==> config.mk <==
export PLATFORM = sky130hd
export DESIGN_NAME = vscale_md_ctrl_flat
export DESIGN_NICKNAME = d
export VERILOG_FILES = /design/src/rtl/vscale_md_ctrl_pkg.sv /design/src/rtl/vscale_md_ctrl_if.sv /design/src/rtl/vscale_md_decode.sv /design/src/rtl/vscale_md_ctrl.sv /design/src/flat_wrapper.sv
export SDC_FILE = /design/constraint.sdc
export NUM_CORES = 1
export LEC_CHECK = 0
export ABC_CLOCK_PERIOD_IN_PS = 5400
export BUFFER_PORTS_ARGS = -buffer_cell sky130_fd_sc_hd__buf_2
export CAP_MARGIN = 25
export CORE_MARGIN = 1
export CORE_UTILIZATION = 40
export CTS_BUF_LIST = sky130_fd_sc_hd__clkbuf_2
export DETAILED_ROUTE_END_ITERATION = 10
export PLACE_DENSITY = 0.73
export SYNTH_ARGS = -nofsm -noshare
export SYNTH_HDL_FRONTEND = slang
export SYNTH_SLANG_ARGS = --single-unit
==> constraint.sdc <==
create_clock -name clk -period 5.4 [get_ports clk]
set_input_delay 0.27 -clock clk [delete_from_list [all_inputs] [get_ports clk]]
set_output_delay 0.27 -clock clk [all_outputs]
set_load 0.02 [all_outputs]
==> src/rtl/vscale_md_ctrl_pkg.sv <==
// Shared types and constants for the RV32M sequencer in front of vscale_mul_div.
// MD_OP_* / MD_OUT_* follow the encoding used by vscale_mul_div.
package vscale_md_ctrl_pkg;

  typedef enum logic [1:0] {
    StIdle  = 2'd0,
    StIssue = 2'd1,
    StWait  = 2'd2,
    StDone  = 2'd3
  } md_state_e;

  localparam logic [2:0] MD_F3_MUL    = 3'b000;
  localparam logic [2:0] MD_F3_MULH   = 3'b001;
  localparam logic [2:0] MD_F3_MULHSU = 3'b010;
  localparam logic [2:0] MD_F3_MULHU  = 3'b011;
  localparam logic [2:0] MD_F3_DIV    = 3'b100;
  localparam logic [2:0] MD_F3_DIVU   = 3'b101;
  localparam logic [2:0] MD_F3_REM    = 3'b110;
  localparam logic [2:0] MD_F3_REMU   = 3'b111;

  localparam logic MD_OP_MUL = 1'b0;
  localparam logic MD_OP_DIV = 1'b1;
  localparam logic MD_OUT_LO = 1'b0;
  localparam logic MD_OUT_HI = 1'b1;

  localparam int unsigned MD_CNT_W = 8;

  typedef struct packed {
    logic op;
    logic out_sel;
    logic in_1_signed;
    logic in_2_signed;
  } md_dec_t;

endpackage

==> src/rtl/vscale_md_ctrl_if.sv <==
// Pipeline, writeback and mul/div request/response signals of vscale_md_ctrl.
// The controller uses the slave modport; its environment uses master.
interface vscale_md_ctrl_if #(
  parameter int unsigned TAG_W = 5
) ();
  logic             in_valid;
  logic             in_ready;
  logic [2:0]       in_funct3;
  logic [TAG_W-1:0] in_rd;
  logic [31:0]      in_rs1;
  logic [31:0]      in_rs2;
  logic             kill;
  logic             wb_valid;
  logic             wb_ready;
  logic [TAG_W-1:0] wb_rd;
  logic [31:0]      wb_data;
  logic             busy;
  logic             err;
  logic             md_req_valid;
  logic             md_req_ready;
  logic             md_req_op;
  logic             md_req_out_sel;
  logic             md_req_in_1_signed;
  logic             md_req_in_2_signed;
  logic [31:0]      md_req_in_1;
  logic [31:0]      md_req_in_2;
  logic             md_resp_valid;
  logic [31:0]      md_resp_result;

  modport slave (
    input  in_valid, in_funct3, in_rd, in_rs1, in_rs2, kill, wb_ready,
    input  md_req_ready, md_resp_valid, md_resp_result,
    output in_ready, wb_valid, wb_rd, wb_data, busy, err,
    output md_req_valid, md_req_op, md_req_out_sel, md_req_in_1_signed,
    output md_req_in_2_signed, md_req_in_1, md_req_in_2
  );

  modport master (
    output in_valid, in_funct3, in_rd, in_rs1, in_rs2, kill, wb_ready,
    output md_req_ready, md_resp_valid, md_resp_result,
    input  in_ready, wb_valid, wb_rd, wb_data, busy, err,
    input  md_req_valid, md_req_op, md_req_out_sel, md_req_in_1_signed,
    input  md_req_in_2_signed, md_req_in_1, md_req_in_2
  );
endinterface

==> src/rtl/vscale_md_decode.sv <==
// RV32M funct3 -> mul/div request fields (op, out_sel, operand signedness).
module vscale_md_decode
  import vscale_md_ctrl_pkg::*;
(
  input  logic [2:0] funct3,
  output md_dec_t    dec
);

  always_comb begin
    dec = '{MD_OP_MUL, MD_OUT_LO, 1'b0, 1'b0};
    case (funct3)
      MD_F3_MUL:    dec = '{MD_OP_MUL, MD_OUT_LO, 1'b0, 1'b0};
      MD_F3_MULH:   dec = '{MD_OP_MUL, MD_OUT_HI, 1'b1, 1'b1};
      MD_F3_MULHSU: dec = '{MD_OP_MUL, MD_OUT_HI, 1'b1, 1'b0};
      MD_F3_MULHU:  dec = '{MD_OP_MUL, MD_OUT_HI, 1'b0, 1'b0};
      MD_F3_DIV:    dec = '{MD_OP_DIV, MD_OUT_LO, 1'b1, 1'b1};
      MD_F3_DIVU:   dec = '{MD_OP_DIV, MD_OUT_LO, 1'b0, 1'b0};
      MD_F3_REM:    dec = '{MD_OP_DIV, MD_OUT_HI, 1'b1, 1'b1};
      MD_F3_REMU:   dec = '{MD_OP_DIV, MD_OUT_HI, 1'b0, 1'b0};
      default:      dec = '{MD_OP_MUL, MD_OUT_LO, 1'b0, 1'b0};
    endcase
  end

endmodule

==> src/rtl/vscale_md_ctrl.sv <==
// Sequences one RV32M op into vscale_mul_div and holds the result for writeback.
// Define VSCALE_MD_REUSE_EN to bypass the unit when an op repeats the last result.
module vscale_md_ctrl
  import vscale_md_ctrl_pkg::*;
#(
  parameter int unsigned TIMEOUT_CYCLES = 63,
  parameter int unsigned TAG_W          = 5
) (
  input logic              clk,
  input logic              reset,
  vscale_md_ctrl_if.slave  bus
);

  localparam logic [MD_CNT_W-1:0] CntLast = MD_CNT_W'(TIMEOUT_CYCLES - 1);

  md_state_e           state;
  md_dec_t             in_dec;
  md_dec_t             req_dec;
  logic [31:0]         req_in_1;
  logic [31:0]         req_in_2;
  logic [31:0]         wb_data_q;
  logic [TAG_W-1:0]    rd_q;
  logic [MD_CNT_W-1:0] cnt;
  logic                killed;
  logic                err_q;
  logic                in_ready;
  logic                accept;
  logic                kill_now;
  logic                cache_hit;
  logic [31:0]         cache_res;

  vscale_md_decode u_decode (
    .funct3 (bus.in_funct3),
    .dec    (in_dec)
  );

  assign in_ready = (state == StIdle) && !bus.kill && !reset;
  assign accept   = in_ready && bus.in_valid;
  // A kill landing on the response cycle still discards the result.
  assign kill_now = killed || bus.kill;

`ifdef VSCALE_MD_REUSE_EN
  logic        cache_vld;
  logic [2:0]  cache_f3;
  logic [2:0]  req_f3;
  logic [31:0] cache_rs1;
  logic [31:0] cache_rs2;
  logic        resp_ok;
  logic        timeout;

  assign resp_ok   = (state == StWait) && bus.md_resp_valid && !kill_now;
  assign timeout   = (state == StWait) && !bus.md_resp_valid && (cnt == CntLast);
  assign cache_hit = cache_vld && (cache_f3 == bus.in_funct3) &&
                     (cache_rs1 == bus.in_rs1) && (cache_rs2 == bus.in_rs2);

  always_ff @(posedge clk or posedge reset) begin
    if (reset) begin
      cache_vld <= 1'b0;
      cache_f3  <= '0;
      req_f3    <= '0;
      cache_rs1 <= '0;
      cache_rs2 <= '0;
      cache_res <= '0;
    end else begin
      if (accept) req_f3 <= bus.in_funct3;
      if (resp_ok) begin
        cache_vld <= 1'b1;
        cache_f3  <= req_f3;
        cache_rs1 <= req_in_1;
        cache_rs2 <= req_in_2;
        cache_res <= bus.md_resp_result;
      end else if (timeout) begin
        cache_vld <= 1'b0;
      end
    end
  end
`else
  assign cache_hit = 1'b0;
  assign cache_res = '0;
`endif

  always_ff @(posedge clk or posedge reset) begin
    if (reset) begin
      state     <= StIdle;
      req_dec   <= '0;
      req_in_1  <= '0;
      req_in_2  <= '0;
      rd_q      <= '0;
      wb_data_q <= '0;
      cnt       <= '0;
      killed    <= 1'b0;
      err_q     <= 1'b0;
    end else begin
      case (state)
        StIdle: begin
          if (accept) begin
            req_dec  <= in_dec;
            req_in_1 <= bus.in_rs1;
            req_in_2 <= bus.in_rs2;
            rd_q     <= bus.in_rd;
            if (cache_hit) begin
              wb_data_q <= cache_res;
              state     <= StDone;
            end else begin
              state <= StIssue;
            end
          end
        end
        StIssue: begin
          if (bus.kill) begin
            state <= StIdle;
          end else if (bus.md_req_ready) begin
            cnt   <= '0;
            state <= StWait;
          end
        end
        StWait: begin
          if (bus.md_resp_valid) begin
            killed <= 1'b0;
            if (kill_now) begin
              state <= StIdle;
            end else begin
              wb_data_q <= bus.md_resp_result;
              state     <= StDone;
            end
          end else if (cnt == CntLast) begin
            err_q  <= 1'b1;
            killed <= 1'b0;
            state  <= StIdle;
          end else begin
            cnt <= cnt + 1'b1;
            // The unit cannot abort, so a kill only marks the result for discard.
            if (bus.kill) killed <= 1'b1;
          end
        end
        StDone: begin
          if (bus.kill || bus.wb_ready) state <= StIdle;
        end
        default: state <= StIdle;
      endcase
    end
  end

  assign bus.in_ready           = in_ready;
  assign bus.busy               = (state != StIdle);
  assign bus.wb_valid           = (state == StDone);
  assign bus.wb_rd              = rd_q;
  assign bus.wb_data            = wb_data_q;
  assign bus.err                = err_q;
  assign bus.md_req_valid       = (state == StIssue);
  assign bus.md_req_op          = req_dec.op;
  assign bus.md_req_out_sel     = req_dec.out_sel;
  assign bus.md_req_in_1_signed = req_dec.in_1_signed;
  assign bus.md_req_in_2_signed = req_dec.in_2_signed;
  assign bus.md_req_in_1        = req_in_1;
  assign bus.md_req_in_2        = req_in_2;

endmodule

==> src/flat_wrapper.sv <==
// flat-port wrapper written by rule: the top's interface ports become plain ports
module vscale_md_ctrl_flat import vscale_md_ctrl_pkg::*;
#(
  parameter int unsigned TIMEOUT_CYCLES = 63,
  parameter int unsigned TAG_W          = 5
)
  (clk, reset, bus_in_valid, bus_in_funct3, bus_in_rd, bus_in_rs1, bus_in_rs2, bus_kill, bus_wb_ready, bus_md_req_ready, bus_md_resp_valid, bus_md_resp_result, bus_in_ready, bus_wb_valid, bus_wb_rd, bus_wb_data, bus_busy, bus_err, bus_md_req_valid, bus_md_req_op, bus_md_req_out_sel, bus_md_req_in_1_signed, bus_md_req_in_2_signed, bus_md_req_in_1, bus_md_req_in_2);
  vscale_md_ctrl_if #(.TAG_W(TAG_W)) bus_i ();
  input logic clk;
  input logic reset;
  input wire logic [$bits(bus_i.in_valid)-1:0] bus_in_valid;
  input wire logic [$bits(bus_i.in_funct3)-1:0] bus_in_funct3;
  input wire logic [$bits(bus_i.in_rd)-1:0] bus_in_rd;
  input wire logic [$bits(bus_i.in_rs1)-1:0] bus_in_rs1;
  input wire logic [$bits(bus_i.in_rs2)-1:0] bus_in_rs2;
  input wire logic [$bits(bus_i.kill)-1:0] bus_kill;
  input wire logic [$bits(bus_i.wb_ready)-1:0] bus_wb_ready;
  input wire logic [$bits(bus_i.md_req_ready)-1:0] bus_md_req_ready;
  input wire logic [$bits(bus_i.md_resp_valid)-1:0] bus_md_resp_valid;
  input wire logic [$bits(bus_i.md_resp_result)-1:0] bus_md_resp_result;
  output wire logic [$bits(bus_i.in_ready)-1:0] bus_in_ready;
  output wire logic [$bits(bus_i.wb_valid)-1:0] bus_wb_valid;
  output wire logic [$bits(bus_i.wb_rd)-1:0] bus_wb_rd;
  output wire logic [$bits(bus_i.wb_data)-1:0] bus_wb_data;
  output wire logic [$bits(bus_i.busy)-1:0] bus_busy;
  output wire logic [$bits(bus_i.err)-1:0] bus_err;
  output wire logic [$bits(bus_i.md_req_valid)-1:0] bus_md_req_valid;
  output wire logic [$bits(bus_i.md_req_op)-1:0] bus_md_req_op;
  output wire logic [$bits(bus_i.md_req_out_sel)-1:0] bus_md_req_out_sel;
  output wire logic [$bits(bus_i.md_req_in_1_signed)-1:0] bus_md_req_in_1_signed;
  output wire logic [$bits(bus_i.md_req_in_2_signed)-1:0] bus_md_req_in_2_signed;
  output wire logic [$bits(bus_i.md_req_in_1)-1:0] bus_md_req_in_1;
  output wire logic [$bits(bus_i.md_req_in_2)-1:0] bus_md_req_in_2;
  assign bus_i.in_valid = bus_in_valid;
  assign bus_i.in_funct3 = bus_in_funct3;
  assign bus_i.in_rd = bus_in_rd;
  assign bus_i.in_rs1 = bus_in_rs1;
  assign bus_i.in_rs2 = bus_in_rs2;
  assign bus_i.kill = bus_kill;
  assign bus_i.wb_ready = bus_wb_ready;
  assign bus_i.md_req_ready = bus_md_req_ready;
  assign bus_i.md_resp_valid = bus_md_resp_valid;
  assign bus_i.md_resp_result = bus_md_resp_result;
  assign bus_in_ready = bus_i.in_ready;
  assign bus_wb_valid = bus_i.wb_valid;
  assign bus_wb_rd = bus_i.wb_rd;
  assign bus_wb_data = bus_i.wb_data;
  assign bus_busy = bus_i.busy;
  assign bus_err = bus_i.err;
  assign bus_md_req_valid = bus_i.md_req_valid;
  assign bus_md_req_op = bus_i.md_req_op;
  assign bus_md_req_out_sel = bus_i.md_req_out_sel;
  assign bus_md_req_in_1_signed = bus_i.md_req_in_1_signed;
  assign bus_md_req_in_2_signed = bus_i.md_req_in_2_signed;
  assign bus_md_req_in_1 = bus_i.md_req_in_1;
  assign bus_md_req_in_2 = bus_i.md_req_in_2;
  vscale_md_ctrl #(.TIMEOUT_CYCLES(TIMEOUT_CYCLES), .TAG_W(TAG_W)) u_core (.clk(clk), .reset(reset), .bus(bus_i));
endmodule
==> results.md <==
* CP max stage cell: nand3_2
* TritonRoute pass-1 iters at 4
* Fin Hold WS at 0.1467 ns
* Worst path max stage delay at between 0.6 and 0.7 ns
* Total grt overflow at 0
* Post-Route WL at 12280 µm
* Critical path class: reg2reg
* Final GP Congestion at 0.7604
* Root Driver: clkbuf_2
* Pwr dens at 407.7 mW/mm²
* Yosys top cell area share at 62.79%
* Antenna diodes at 0
* Crit-path cells: and2b_1 -> nand3_2 -> mux2_2
* Post-DRT Antenna Nets at 0
* CTS Sinks at 117
* Post-CTS setup buffers at 0
* Worst-margin pin slew at 0.8586 ns
* Vias at around 3800
* Share of cells above drive strength 1 at a little over half
* Hold-fix buffers, CTS at 111
* Sequential-to-total area share from yosys stat at 62.79%
* Mean Syn Cell Area at 15.19 µm²
* DRC errors left at 0
* Core area at 0.01137 mm²
* Period utilization at 40.40%
* PortBufs at 220
* Later-pin clock latency in the skew report at ~0.64 ns
* P&R area growth vs syn at 54.41%
* CTS tree: done
* Initial antenna violation count at 0
* Resized Gates After CTS at 0
* I/O pins at 221
* Biggest area consumer among synthesized cells: dfrtp_1
* Setup Skew at 0.02338 ns
* Die width at 110.0 µm
* Max_slew headroom at a little over two fifths
* Place WS at around 3.2 ns
* Die area at 0.01209 mm²
* First-iteration detailed-routing DRC count at 147
* Max Cap Violations at 0
* Num CTS Buffers at 17
* Post-Syn Area at 0.004663 mm²
* CTS Buffer Depth at 2
* Largest net degree at the start of global routing at 79
* Post-synthesis cell count at ~300
* Worst endpoint data arrival time at 2.70 ns
* Top post-synthesis cells by area: dfrtp_1, mux2_2, mux2_4, ha_1, buf_2
* Drt via density at 4.707
* Startpoint Class: register
* Fmax at 458.4 MHz
* Hold Crit Class: in2reg
* Die height at 110.0 µm
* Net count after synthesis at 422
* Yosys warnings at 0
* Total chip power at a little under 3 mW
* Most common cell after layout, fill and taps aside: buf_2
* FP Rows at 39
* Final min period at 2.182 ns
* Total GRT Usage at 20.00%
* CP Capture Type: register
* Library cells used by synthesis at 35
* Critical Path Fanout Max at 34
* First-pass GRT wire length at 18040 µm
* Status: finished clean
* Number of global-route vias before repair at 3871
* Leakage power at 3.682 nW
* IR drop worst, VDD at 335.0 µV
* Most frequent cells in the layout: buf_2, dfrtp_1, dlygate4sd3_1
* Fin worst setup slack at ~3.2 ns
* Endpoints failing setup at 0
* Post-detailed-route wirelength per cell at 15.29 µm
* Setup Total Neg Slack at 0 ns
* Post-synthesis register bit count at 117
* CTS clk-pin slew, worst paths at 0.16 ns
* Max-slew violations at 0
* H-tree Lvls at 4
* HPWL after DPL at 7223 µm
* RSZ-0062 raised after global routing: no
* Final Hold Viols at 0
* Worst Path Required at a little under 6 ns
* Layout Nets at between 700 and 800
* Starting density of the core at 41.01%
[cell usage after synthesis]
cell type / number
mux2_2: 90
buf_6: 3
o311ai_0: 1
nand3_2: 1
nor4_4: 1
nand4_1: 2
and2_1: 3
a21oi_1: 5
o21ai_0: 8
a22o_1: 1
and4_1: 1
nor2b_1: 1
clkbuf_1: 1
dfrtp_1: 117
a21o_1: 1
nor3b_2: 1
nor2_1: 5
and2b_1: 1
nand2_1: 10
o211ai_1: 3
nand3_1: 7
o31ai_1: 3
ha_1: 4
mux2_1: 1
nor4_1: 1
a32o_1: 1
o21a_1: 1
o41ai_2: 1
or3_1: 2
nand2b_1: 1
or2_2: 1
mux2_4: 10
inv_1: 8
xnor2_1: 1
buf_2: 9
[cell type report]
cell class	count	area (µm²)
clock buffers	19	95.09
clock inverters	13	91.34
fillers	834	4169
inverters	8	32.53
multi-input cells	169	1630
flip-flops and latches	117	2928
well taps	143	178.9
repair buffers	334	2245
[state kept, by name, summed over array words and instances (netlist names)]
signal,flops
u_core.bus.err,1
u_core.bus.md_req_in_1,32
u_core.bus.md_req_in_1_signed,1
u_core.bus.md_req_in_2,32
u_core.bus.md_req_in_2_signed,1
u_core.bus.md_req_op,1
u_core.bus.md_req_out_sel,1
u_core.bus.wb_data,32
u_core.bus.wb_rd,5
u_core.cnt,8
u_core.killed,1
u_core.state,2
[final timing paths]
path                                 start                          to  slack [ns]  cells after the start
setup / recovery           u_core.state[0]      u_core.bus.wb_data[25]        3.22                      3
hold / removal                    bus_kill             u_core.state[0]        0.15                      5
setup reg to reg           u_core.state[0]      u_core.bus.wb_data[25]        3.22                      3
hold reg to reg             u_core.bus.err              u_core.bus.err        0.48                      1
max in group asynchronous            reset  u_core.bus.md_req_in_2[10]        3.86                      4
min in group asynchronous            reset              u_core.bus.err        0.31                      3
[where the power goes]
group          switching, mW  internal, mW
Sequential             0.154          1.16
Combinational          0.640         0.508
Clock                  0.320         0.157
[per-layer routing]
metal | vias up | track usage (%) | share of wire (%)
li1 | 1767 | - | -
met1 | 1827 | 20.51 | 38
met2 | 170 | 36.16 | 53
met3 | 16 | 8.172 | 7.8
met4 | 0 | 7.714 | 1.8
met5 | - | 0 | 0
[worst max-delay path: cells and delay by family (launching register included)]
family | cells | cell delay, ns
flops | 1 | 0.49
mux | 1 | 0.55
simple gates | 2 | 1.01
[stage by stage]
step / instance area [µm²] / cells / util (%)
6_report: 7201 / 803 / 63.33
5_1_grt: 7201 / 803 / 63.33
4_1_cts: 7176 / 801 / 63.11
3_5_place_dp: 5878 / 658 / 51.70
3_3_place_gp: 5878 / 658 / 51.70
2_1_floorplan: 4663 / 307 / -
[cells by family (layout without fill, tap and decap cells)]
logic type               Yosys count  after routing  share of synthesized area (%)
XOR/XNOR                           1              1                         0.1879
flip-flops                       117            117                          62.79
multiplexers                     101            101                          25.19
AO/OA/AOI/OAI                     25             25                          3.622
AND/OR/NAND/NOR                   38             38                          4.723
buffers and inverters             21            374                          2.415
adder cells (fa/ha/maj)            4              4                          1.073
No activity file was read; power rests on OpenSTA's default activity.
